[src/rtl/alu_op_sequencer.sv]
// Byte-serial command sequencer feeding a combinational ALU: command, A, B bytes in,
// result/zero captured and held until accepted; keeps an accumulator for chained ops.
module alu_op_sequencer #(
    parameter int unsigned DATA_W  = 8,
    parameter int unsigned SEL_W   = 3,
    parameter int unsigned TIMEOUT = 255,
    parameter int unsigned CNT_W   = 8
) (
    input  logic              clk,
    input  logic              rst_n,
    input  logic              ena,
    input  logic [DATA_W-1:0] in_data,
    input  logic              in_valid,
    output logic              in_ready,
    output logic [DATA_W-1:0] alu_a,
    output logic [DATA_W-1:0] alu_b,
    output logic [SEL_W-1:0]  alu_sel,
    input  logic [DATA_W-1:0] alu_result,
    input  logic              alu_zero,
    output logic [DATA_W-1:0] res_data,
    output logic              res_zero,
    output logic              res_valid,
    input  logic              res_ready,
    output logic              busy,
    output logic              timeout_err,
    output logic [DATA_W-1:0] acc_out
);

    localparam int unsigned ACC_BIT = 3;

    typedef enum logic [2:0] {
        IDLE   = 3'd0,
        LOAD_A = 3'd1,
        LOAD_B = 3'd2,
        EXEC   = 3'd3,
        DONE   = 3'd4
    } state_t;

    state_t            state, state_d;
    logic [CNT_W-1:0]  cnt, cnt_d;
    logic [DATA_W-1:0] acc, acc_d;
    logic [DATA_W-1:0] a_d, b_d, rd_d;
    logic [SEL_W-1:0]  sel_d;
    logic              rz_d, rv_d, err_d;
    logic              accept;

    assign in_ready = ena & ((state == IDLE) || (state == LOAD_A) || (state == LOAD_B));
    assign accept   = in_valid & in_ready;
    assign busy     = (state != IDLE);
    assign acc_out  = acc;

    // Next-state and next-register values; ena gating lives in the register process.
    always_comb begin
        state_d = state;
        cnt_d   = cnt;
        acc_d   = acc;
        a_d     = alu_a;
        b_d     = alu_b;
        sel_d   = alu_sel;
        rd_d    = res_data;
        rz_d    = res_zero;
        rv_d    = res_valid;
        err_d   = timeout_err;
        case (state)
            IDLE: begin
                if (accept) begin
                    sel_d = in_data[SEL_W-1:0];
                    err_d = 1'b0;
                    cnt_d = '0;
                    if (in_data[ACC_BIT]) begin
                        a_d     = acc;
                        state_d = LOAD_B;
                    end else begin
                        state_d = LOAD_A;
                    end
                end
            end
            LOAD_A, LOAD_B: begin
                if (accept) begin
                    cnt_d = '0;
                    if (state == LOAD_A) begin
                        a_d     = in_data;
                        state_d = LOAD_B;
                    end else begin
                        b_d     = in_data;
                        state_d = EXEC;
                    end
                end else if ((TIMEOUT != 0) && (cnt == CNT_W'(TIMEOUT))) begin
                    // Abort leaves accumulator and result registers untouched.
                    cnt_d   = '0;
                    err_d   = 1'b1;
                    state_d = IDLE;
                end else if (TIMEOUT != 0) begin
                    cnt_d = cnt + CNT_W'(1);
                end
            end
            EXEC: begin
                rd_d    = alu_result;
                rz_d    = alu_zero;
                acc_d   = alu_result;
                rv_d    = 1'b1;
                state_d = DONE;
            end
            DONE: begin
                if (res_ready) begin
                    rv_d    = 1'b0;
                    state_d = IDLE;
                end
            end
            default: state_d = IDLE;
        endcase
    end

    // State and output registers; everything freezes while ena is low.
    always_ff @(posedge clk or negedge rst_n) begin
        if (!rst_n) begin
            state       <= IDLE;
            cnt         <= '0;
            acc         <= '0;
            alu_a       <= '0;
            alu_b       <= '0;
            alu_sel     <= '0;
            res_data    <= '0;
            res_zero    <= 1'b0;
            res_valid   <= 1'b0;
            timeout_err <= 1'b0;
        end else if (ena) begin
            state       <= state_d;
            cnt         <= cnt_d;
            acc         <= acc_d;
            alu_a       <= a_d;
            alu_b       <= b_d;
            alu_sel     <= sel_d;
            res_data    <= rd_d;
            res_zero    <= rz_d;
            res_valid   <= rv_d;
            timeout_err <= err_d;
        end
    end

endmodule

[config.mk]
export PLATFORM = sky130hd
export DESIGN_NAME = alu_op_sequencer
export DESIGN_NICKNAME = d
export VERILOG_FILES = /design/src/rtl/alu_op_sequencer.sv
export SDC_FILE = /design/constraint.sdc
export NUM_CORES = 1
export LEC_CHECK = 0
export BUFFER_PORTS_ARGS = -buffer_cell sky130_fd_sc_hd__buf_2
export CORE_MARGIN = 2
export CORE_UTILIZATION = 45
export DETAILED_ROUTE_END_ITERATION = 10
export PLACE_DENSITY = 0.82
export SLEW_MARGIN = 10
export SYNTH_ARGS = -nofsm -noshare
export SYNTH_HDL_FRONTEND = slang
export SYNTH_SLANG_ARGS = --single-unit
[constraint.sdc]
create_clock -name clk -period 1.65 [get_ports clk]
set_input_delay 0.33 -clock clk [delete_from_list [all_inputs] [get_ports clk]]
set_output_delay 0.33 -clock clk [all_outputs]
set_load 0.02 [all_outputs]
---- Word level (Yosys, flattened, before mapping) ----
Index checks and enable logic that the tools add are counted.
storage, ports and cells
  bits of input ports ..................... 22
  output and inout port bits .............. 40
  register bits ........................... 41
cells by class
  reductions and logical operators ........ 15
  bitwise operators ....................... 3
  mux-type cells .......................... 22
  eq/ne operators ......................... 13
  add/sub/neg operators ................... 1
operator list
  operator                                                                count
  8-bit 2-to-1 mux                                                        7
  8-bit case mux with 2 select lines                                      2
  2-bit != test (second input constant)                                   7
  3-bit 2-to-1 mux                                                        4
  3-bit case mux with 4 select lines                                      1
  3-bit AND reduction                                                     3
  8-bit by 1-bit adder with 8-bit output (second input constant)          1
  8-bit equality test (second input constant)                             1
  4-bit AND reduction                                                     2
  3-bit by 2-bit equality test with 1-bit output (second input constant)  2
  6-bit AND reduction                                                     1
  1-bit 2-to-1 mux                                                        5
  5-bit AND reduction                                                     1
  1-bit case mux with 2 select lines                                      2
  2-bit nonzero test                                                      2
  3-bit by 1-bit equality test with 1-bit output (second input constant)  1
  3-bit equality test (second input constant)                             1
  3-bit logical NOT                                                       1
  3-bit != test (second input constant)                                   1
  3-bit nonzero test                                                      1
  1-bit bitwise AND                                                       2
  1-bit logical OR                                                        2
  2-bit 2-to-1 mux                                                        1
  2-bit AND reduction                                                     1
  2 further kinds                                                         2

---- Depth between registers and ports, before layout ----
Gate-level depths: netlist of run 1.
  word-level depth ........................ 7
  mapped depth ............................ 6
  gate-level depth less buffers ........... 5

---- Worst setup path after synthesis of run 1 ----
OpenSTA, ideal clock, no wires.
  kind .................................... register to register
  start point ............................. reg cnt[0]
  end point ............................... reg state[0]
  setup slack ............................. -0.041 ns
  period minus slack after synthesis ...... 1.691 ns
  data arrival time ....................... 1.567 ns
  stages on the path, launching flop included .. 6
  cells stage by stage .................... dfrtp_1 ha_1 nand3_1 or2_1 a221oi_2 mux2_2
between the ends
  cells in the longest elaborated chain, start to end .. 3
RTL lines
  element                               line  RTL
  start, declared                       40    logic [CNT_W-1:0] cnt, cnt_d;
  start signal, assigned                129   cnt <= cnt_d;
  8-bit equality test                   88    end else if ((TIMEOUT != 0) && (cnt == CNT_W'(TIMEOUT))) begin
  3-bit != test (no source line)        n/a
  4-bit AND reduction (no source line)  n/a
  end signal, assigned                  128   state <= state_d;
  end, declared                         39    state_t state, state_d;
Every way passes these cells.
A chain may end at the register's enable or synchronous reset.

---- Worst setup path in the final report of run 1 ----
  start point ............................. reg state[2]
  end point ............................... out busy
between the ends
  cells in the longest elaborated chain, start to end .. 1
RTL lines
  element             line  RTL
  3-bit nonzero test  49    assign busy = (state != IDLE);
  end, declared       24    output logic busy,
Every way passes these cells.

==> metrics.cfg, run 1 <==
[placement]
detailedPlacementHpwl_mm = 3.15
detailed_place.area_um2 = 2390
placed_cells = 289
io_buffers = 61
gpl.final_weighted_congestion = 0.853

[yosys]
cell_count_after_synthesis = 175
yosysUniqueCellTypes = 36
postSynthRegisterBits = 41
net_count_synth = 198
synth_enable_flop_cells = 0
postSynth.topFlopCell = dfrtp_1
syn_area_um2 = 1970
async_reset_ff_share_pct = 100
ys_seq_area_share_pct = 52.2
yosysWarnings = 0
syn_area_per_cell_um2 = 11.2

[clocking]
cts.path.max_buffers = 2
cts.htree.levels = 2
cts_inserted_buffers = 5
clkLatencyLatePin_ns = 0.30
cts_hold_repair.buffers = 0
clock-sinks = 41
clk_root_buffer_cell = clkbuf_8
cts.reportedPaths.clkPinSlew_ns = 0.08
cts_tree = built

[worst_setup_path]
worst_r2r_path_depth = 5
critPathMaxStageDelay_ns = 0.39
worstSetupEndpointType = primary output
slowest_stage = dfrtp_1
worstSetupPathDepth = 3
path_buf_inv = 2
timing_worst_setup_path_type = register to primary output
timing.critical_path.arrival_ns = 1.35
worst_setup_path_start_kind = register
worst-endpoint-required_ns = 1.32
cell_chain_critical_path = buf_4 -> or3_4 -> buf_6
critical-path-top-delay-family = flip-flops
timing.critical_path.fanout_max = 8

[routing]
wire_per_inst_um = 16.1
overall_via_count_from_detail_route = 1685
highest-signal-layer = met4
drc = 0
met1_length_mm = 2.01
drt_first_iter_violations = 165
met3RoutedLength_um = 263
dr.pass1.iters = 4
ant_nets = 0
vias_per_cell = 5.44
met2_wirelength_mm = 2.64
routed_wirelength_mm = 5.00

[floorplanning]
floorplan.io_pins = 62
die-height_um = 70.1
dieArea_um2 = 4920
floorplan.initialDensity_pct = 45.8
core-area_um2 = 4290
die_x_um = 70.1
number_of_standard_cell_rows_in_the_floorplan = 24

[power_and_ir_drop]
power_density_nw_per_um2 = 2020
vdd.ir_drop.worst_mv = 1.37
power.leakage_uw = 0.00131

[sta]
fin_hold_ws_ns = 0.0782
hold_violations = 0
setup-violations-final = 1
fmax_ghz = 0.597
max_slew_headroom_at_the_worst_pin_pct = 65.7
timing.final.ws_setup_ns = -0.0257
worst_pin_slew_ns = 0.515
period_minus_slack_ns = 1.68
min_period_over_period_pct = 102
final-max-slew-violation-count = 0
max_clock_skew_ns = 0.00814
rsz_0062_raised_after_global_routing = true

[global_routing]
grt.total_usage_pct = 20.0
grt_pass1_wl_mm = 7.65
antenna_found_initial = 0
globalRoute.totalOverflow = 0
largest_net_degree_at_the_start_of_global_routing = 42
first_global_vias = 1617

[layout]
finish.instance_area_um2 = 2680
syn_to_final_growth_pct = 36.4
final_net_count = 280
layout.cells.non_filler = 310
num_antenna_cells = 0
drive_above_1_share_pct = 51.2

[outcome]
run_status = finished with violations
violated_checks = negative setup slack

[job]
max-cap-violations = 0

[worst_hold_path]
worst_hold_path_type = input pin to async pin

==> synth_stat cells, types with 5 or more instances <==
cell | count | area (µm²)
buf_2 | 5 | 25.0
nor2_1 | 5 | 18.8
mux2_2 | 21 | 236
inv_1 | 5 | 18.8
o21ai_0 | 12 | 60.1
nand2_1 | 16 | 60.1
a21oi_1 | 7 | 35.0
mux2i_1 | 11 | 110
dfrtp_1 | 41 | 1030
nand3_1 | 6 | 30.0
buf_4 | 9 | 67.6
==> through the flow <==
stage,util [%],setup TNS (ns),worst slack [ns],power (µW)
after floorplan,-,0,0.00240,3420
after global placement,55.7,0,0.0345,4120
after detailed placement,55.7,0,0.0256,4200
after CTS,60.2,-0.0247,-0.0247,5230
after global routing,62.5,-0.189,-0.0597,5710
final,62.5,-0.0257,-0.0257,5430
==> layout make-up <==
type / instances / area, µm²
multi-input combinational: 114 / 888
sequential: 41 / 1030
clock inverter: 1 / 30.0
timing repair buffer: 90 / 568
fill: 326 / 1610
inverter: 5 / 18.8
tap: 52 / 65.1
clock buffer: 7 / 86.3
==> flip-flops by register name, indices dropped and copies added, names as in the netlist <==
signal and cells:
acc_out 8, alu_a 8, res_valid 1, timeout_err 1, state 3, cnt 8
alu_sel 3, alu_b 8, res_zero 1
==> logic make-up (layout without fill, tap and decap cells) <==
group / count (synthesis) / in the layout / share of synthesized area (%)
flip-flops: 41 / 41 / 52.2
multiplexers: 32 / 32 / 17.6
AO/OA/AOI/OAI: 30 / 30 / 9.86
XOR/XNOR: 2 / 2 / 0.891
adder cells (fa/ha/maj): 1 / 1 / 0.636
buffers and inverters: 20 / 103 / 5.85
AND/OR/NAND/NOR: 49 / 49 / 13.0
==> path summary, 6_finish.rpt <==
path                                    start          end  slack [ns]
worst max-delay path                 state[2]         busy       -0.03
worst min-delay path                    rst_n     alu_b[6]        0.08
worst max register to register         cnt[0]     state[0]           0
worst min register to register       alu_a[1]     alu_a[1]        0.48
max in group asynchronous               rst_n  timeout_err        1.21
min in group clk                alu_result[3]   acc_out[3]        0.26
==> power breakdown <==
part / leakage (µW) / switching (µW) / internal (µW)
Clock: 0.0000585 / 350 / 493
Sequential: 0.000519 / 263 / 1410
Combinational: 0.000728 / 1620 / 1300
==> layer usage <==
layer / global-route usage, % / up-vias
met5: 0 / -
met4: 7.48 / 0
met3: 4.76 / 11
met2: 33.8 / 66
met1: 24.8 / 833
li1: - / 775
==> cells in the final DEF (no fill, tap or decap), types with 5 or more instances in the layout <==
cell type  instances
mux2i_1           11
buf_4             25
o21ai_0           12
clkbuf_8           6
a21oi_1            7
buf_2             59
mux2_2            20
dfrtp_1           41
inv_1              5
nand2_1           16
==> what timing repair did <==
action	in CTS	in global routing
gates resized for setup	7	10
pin swaps	1	4
endpoints found under the setup margin	2	13
setup buffers	7	6
==> worst register-to-register path, stage by stage (launching register included) <==
cell and delay, ns:
dfrtp_1 0.37, ha_2 0.19, nand3_1 0.09, or2_4 0.26
a221oi_4 0.31, mux2_4 0.32
Note: power is estimated with default switching activity, not from simulation.
==> run 2: changes to the inputs <==
--- a/config.mk
+++ b/config.mk
@@ -5,11 +5,11 @@
 export SDC_FILE = /design/constraint.sdc
 export NUM_CORES = 1
 export LEC_CHECK = 0
-export BUFFER_PORTS_ARGS = -buffer_cell sky130_fd_sc_hd__buf_2
 export CORE_MARGIN = 2
-export CORE_UTILIZATION = 45
+export CORE_UTILIZATION = 30
 export DETAILED_ROUTE_END_ITERATION = 10
-export PLACE_DENSITY = 0.82
+export DONT_BUFFER_PORTS = 1
+export PLACE_DENSITY = 0.52
 export SLEW_MARGIN = 10
 export SYNTH_ARGS = -nofsm -noshare
 export SYNTH_HDL_FRONTEND = slang
==> metrics.cfg, run 2 (synthesized netlist as in run 1, its figures left out) <==
[floorplanning]
die-height_um = 85.0
die_x_um = 85.0
number_of_standard_cell_rows_in_the_floorplan = 29
floorplan.io_pins = 62
dieArea_um2 = 7220
floorplan.initialDensity_pct = 31.0
core-area_um2 = 6350

[layout]
syn_to_final_growth_pct = 20.5
drive_above_1_share_pct = 34.9
final_net_count = 218
num_antenna_cells = 0
most-common-layout-cells = dfrtp_1 (41), buf_4 (21), mux2_2 (20)
layout.cells.most_common = dfrtp_1
nFillCells = 618
finish.instance_area_um2 = 2370
utilization_pct = 37.3

[clocking]
clkLatencyLatePin_ns = 0.29
clock-sinks = 41
cts_inserted_buffers = 5
cts_tree = built
clk_root_buffer_cell = clkbuf_8
cts.reportedPaths.clkPinSlew_ns = 0.08
cts.path.max_buffers = 2
cts.htree.levels = 2

[routing]
wire_per_inst_um = 15.9
met1_length_mm = 1.92
met3RoutedLength_um = 346
highest-signal-layer = met3
drt_first_iter_violations = 41
drc = 0
overall_via_count_from_detail_route = 1357
dr.pass1.iters = 4
vias_per_cell = 4.99
ant_nets = 0
routed_wirelength_mm = 4.34
met2_wirelength_mm = 2.07

[worst_setup_path]
critical-path-top-delay-family = flip-flops
timing.critical_path.arrival_ns = 1.82
timing_worst_setup_path_type = register to register
slowest_stage = dfrtp_1
worstSetupEndpointType = register
critPathMaxStageDelay_ns = 0.37
path_buf_inv = 0
worst-endpoint-required_ns = 1.83
worst_setup_path_start_kind = register
cell_chain_critical_path = ha_2 -> nand3_2 -> or2_4 -> a221oi_4 -> mux2_4
timing.critical_path.fanout_max = 2

[placement]
gpl.final_weighted_congestion = 0.740
place_worst_setup_slack_ns = -0.0307
io_buffers = 0
detailed_place.area_um2 = 2150
detailedPlacementHpwl_mm = 3.12

[global_routing]
first_global_vias = 1428
grt.total_usage_pct = 12.6
largest_net_degree_at_the_start_of_global_routing = 42
grt_pass1_wl_mm = 7.19
antenna_found_initial = 0
globalRoute.totalOverflow = 0

[sta]
max_clock_skew_ns = 0.00271
worst_pin_slew_ns = 0.474
sum_of_negative_setup_slack_ns = 0
hold_violations = 0
fin_hold_ws_ns = 0.119
timing.final.ws_setup_ns = 0.0107
setup-violations-final = 0
rsz_0062_raised_after_global_routing = true
period_minus_slack_ns = 1.64
max_slew_headroom_at_the_worst_pin_pct = 68.4
min_period_over_period_pct = 99.3
fmax_ghz = 0.610
final-max-slew-violation-count = 0

[outcome]
run_status = completed

[power_and_ir_drop]
power.leakage_uw = 0.00103
power_density_nw_per_um2 = 1940
vdd.ir_drop.worst_mv = 0.982

[worst_hold_path]
worst_hold_path_type = input pin to register

[job]
max-cap-violations = 0

## run 2: path summary, 6_finish.rpt
kind                             endpoint  slack, ns     start  cells past startpoint
worst max-delay path             state[0]       0.01    cnt[1]                      5
worst min-delay path               cnt[4]       0.12  in_valid                      1
max in group asynchronous       res_valid       0.93     rst_n                      2
min in group asynchronous          cnt[4]       0.50     rst_n                      2
worst min register to register     cnt[6]       0.49    cnt[6]                      1
worst max register to register   state[0]       0.01    cnt[1]                      5
## run 2: area by class of cell
type | count | area, µm² | share of cell area (%)
Timing Repair Buffer | 28 | 262 | 11.0
Inverter | 5 | 18.8 | 0.792
Clock inverter | 1 | 8.76 | 0.370
Multi-Input combinational cell | 114 | 886 | 37.4
Sequential cell | 41 | 1030 | 43.3
Clock buffer | 6 | 72.6 | 3.06
Tap cell | 77 | 96.3 | 4.07
## run 2: metal layers
layer / track usage [%] / vias to the layer above
met1: 16.7 / 666
met3: 5.84 / 0
met4: 2.60 / 0
met2: 19.2 / 41
met5: 0 / -
li1: - / 650
## run 2: what timing repair did
action                                  4_1_cts  5_1_grt
buffers inserted                              4        2
gates cloned                                  0        0
hold endpoints to repair                     41        0
resized for setup                             7        7
hold buffers                                  2        0
endpoints found under the setup margin        3       18
pin swaps                                     4        3
## run 2: report_power, final
| part | switching (µW) | internal (µW) |
|---|---|---|
| clock | 339 | 293 |
| sequential | 883 | 1400 |
| combinational | 781 | 900 |
| total | 2000 | 2600 |
## run 2: worst register-to-register path, delay by kind of cell, from the launching register on
family,cells,cell delay [ns]
DFF,1,0.37
and+or+nand+nor,2,0.34
muxes,1,0.33
adders and majority gates,1,0.20
AOI/OAI and AO/OA,1,0.30
## run 2: per-stage QoR
stage                     total power (µW)  std cells
final                                 4600        272
after CTS                             4560        270
after detailed placement              3790        257
after global routing                  4940        272
after global placement                3750        257
after floorplan                       3420        175
==> run 3: changes to the inputs <==
--- a/config.mk
+++ b/config.mk
@@ -5,7 +5,7 @@
 export SDC_FILE = /design/constraint.sdc
 export NUM_CORES = 1
 export LEC_CHECK = 0
-export CORE_MARGIN = 2
+export ABC_AREA = 1
 export CORE_UTILIZATION = 30
 export DETAILED_ROUTE_END_ITERATION = 10
 export DONT_BUFFER_PORTS = 1
==> metrics.cfg, run 3 <==
[sta]
fmax_ghz = 0.646
period_minus_slack_ns = 1.55
fin_hold_ws_ns = 0.153
max_clock_skew_ns = 0.00423
rsz_0062_raised_after_global_routing = false
final-max-slew-violation-count = 0
setup-violations-final = 0
max_slew_headroom_at_the_worst_pin_pct = 68.5
worst_pin_slew_ns = 0.473
hold_violations = 0
min_period_over_period_pct = 93.8
sum_of_negative_setup_slack_ns = 0

[placement]
detailedPlacementHpwl_mm = 3.62
placed_cells = 342
gpl.final_weighted_congestion = 0.824
io_buffers = 0

[routing]
dr.pass1.iters = 7
wire_per_inst_um = 13.6
routed_wirelength_mm = 4.82
drt_first_iter_violations = 107
vias_per_cell = 4.55
drc = 2
overall_via_count_from_detail_route = 1616
ant_nets = 0

[yosys]
synth_top_area_cell = dfrtp_1
yosysUniqueCellTypes = 20
synth_enable_flop_cells = 0
synth_top_family_by_area = simple AND/OR/NAND/NOR gates
yosys.area_share.adder_pct = 0.612
postSynthRegisterBits = 41
synth.area.mux_share_pct = 0
yosys.area_share.xor_xnor_pct = 0.428
syn_area_per_cell_um2 = 7.71
postSynth.topFlopCell = dfrtp_1
cell_count_after_synthesis = 265
async_reset_ff_share_pct = 100
syn_area_um2 = 2040
yosysWarnings = 0
synth-compound-area-share_pct = 10.3
net_count_synth = 288
synth.area.top_cells = dfrtp_1 (50%), nand2_1 (19%), o21ai_0 (7.1%)
ys_seq_area_share_pct = 50.2
synth_top_area_share_pct = 50.2
yosys.area_share.simple_pct = 28.5
synth_top_cells_by_count = nand2_1 (101), dfrtp_1 (41), o21ai_0 (29), inv_1 (28), nor2_1 (17)
cell_with_the_most_instances_after_synthesis = nand2_1

[layout]
syn_to_final_growth_pct = 13.5
utilization_pct = 35.9
num_antenna_cells = 0
final_net_count = 301
most-common-layout-cells = nand2_1 (100), dfrtp_1 (41), o21ai_0 (29)
drive_above_1_share_pct = 12.9
layout.cells.most_common = nand2_1
nFillCells = 678
layout.cells.non_filler = 355

[clocking]
cts.path.max_buffers = 2
clkLatencyLatePin_ns = 0.29
clk_root_buffer_cell = clkbuf_8
cts.reportedPaths.clkPinSlew_ns = 0.08
cts_tree = built
cts.htree.levels = 2
cts_inserted_buffers = 5
clock-sinks = 41

[global_routing]
grt.total_usage_pct = 14.2
grt_pass1_wl_mm = 8.02
antenna_found_initial = 0
first_global_vias = 1616
largest_net_degree_at_the_start_of_global_routing = 42
globalRoute.totalOverflow = 0

[outcome]
violated_checks = design-rule violations
run_status = finished with violations

[power_and_ir_drop]
power_density_nw_per_um2 = 1980
vdd.ir_drop.worst_mv = 0.901
power.leakage_uw = 0.00123

[worst_setup_path]
timing.critical_path.arrival_ns = 1.22
timing.critical_path.fanout_max = 4
worst-endpoint-required_ns = 1.32
timing_worst_setup_path_type = register to primary output
worstSetupEndpointType = primary output
worst_setup_path_start_kind = register

[floorplanning]
die_x_um = 84.6
number_of_standard_cell_rows_in_the_floorplan = 29
floorplan.initialDensity_pct = 31.7
die-height_um = 84.6
floorplan.io_pins = 62
core-area_um2 = 6460
dieArea_um2 = 7150

[job]
max-cap-violations = 0

[worst_hold_path]
worst_hold_path_type = input pin to register

[run 3: worst paths after layout]
kind / from / to / slack [ns] / cells past startpoint
min in group asynchronous: rst_n / state[2] / 0.51 / 2
hold reg to reg: cnt[6] / cnt[6] / 0.53 / 2
setup / recovery: state[2] / busy / 0.10 / 5
setup reg to reg: state[1] / alu_a[6] / 0.20 / 7
hold / removal: alu_result[1] / acc_out[1] / 0.15 / 2
max in group asynchronous: rst_n / res_zero / 0.94 / 2
[run 3: critical path: stages (launching register included)]
cell and delay, ns:
dfrtp_1 0.39, inv_2 0.11, nand2_4 0.06, nor2_4 0.13
buf_4 0.14, inv_1 0.10
[run 3: final cells by class]
class / instances / area (µm²) / area share, %
Timing Repair Buffer: 19 / 158 / 6.80
Sequential cell: 41 / 1030 / 44.2
Clock inverter: 2 / 35.0 / 1.51
Inverter: 29 / 109 / 4.69
Multi-Input combinational cell: 182 / 827 / 35.7
Clock buffer: 5 / 68.8 / 2.97
Tap cell: 77 / 96.3 / 4.15
[run 3: where the power goes]
group / internal [µW] / switching [µW]
logic: 601 / 1050
clock network: 440 / 336
registers: 1390 / 761
total: 2430 / 2150
[run 3: routing by layer]
metal / track usage [%] / share of wire, % / vias up
met3: 3.64 / 5.2 / 5
met4: 3.08 / 0.68 / 0
met5: 0 / 0 / -
li1: - / - / 841
met1: 20.7 / 49 / 734
met2: 21.2 / 45 / 36
[run 3: metrics by stage]
step / instance area (µm²) / power (µW) / setup WS (ns)
2_1_floorplan: 2040 / 3330 / 0.321
3_3_place_gp: 2140 / 3700 / 0.211
3_5_place_dp: 2140 / 3710 / 0.180
4_1_cts: 2290 / 4540 / 0.000217
5_1_grt: 2320 / 4940 / 0.0188
6_report: 2320 / 4580 / 0.103
[run 3: logic make-up after synthesis]
group                    Yosys count
buffers and inverters             42
AND/OR/NAND/NOR                  140
flip-flops                        41
AO/OA/AOI/OAI                     40
XOR/XNOR                           1
adder cells (fa/ha/maj)            1
[run 3: what timing repair did]
action                                 4_1_cts  5_1_grt
endpoints found under the hold margin       41        0
resized for setup                            2        2
pin swaps                                    0        3
hold buffers                                 2        0
setup buffers                                0        4
gates cloned                                 0        0
setup endpoints to repair                    2        7
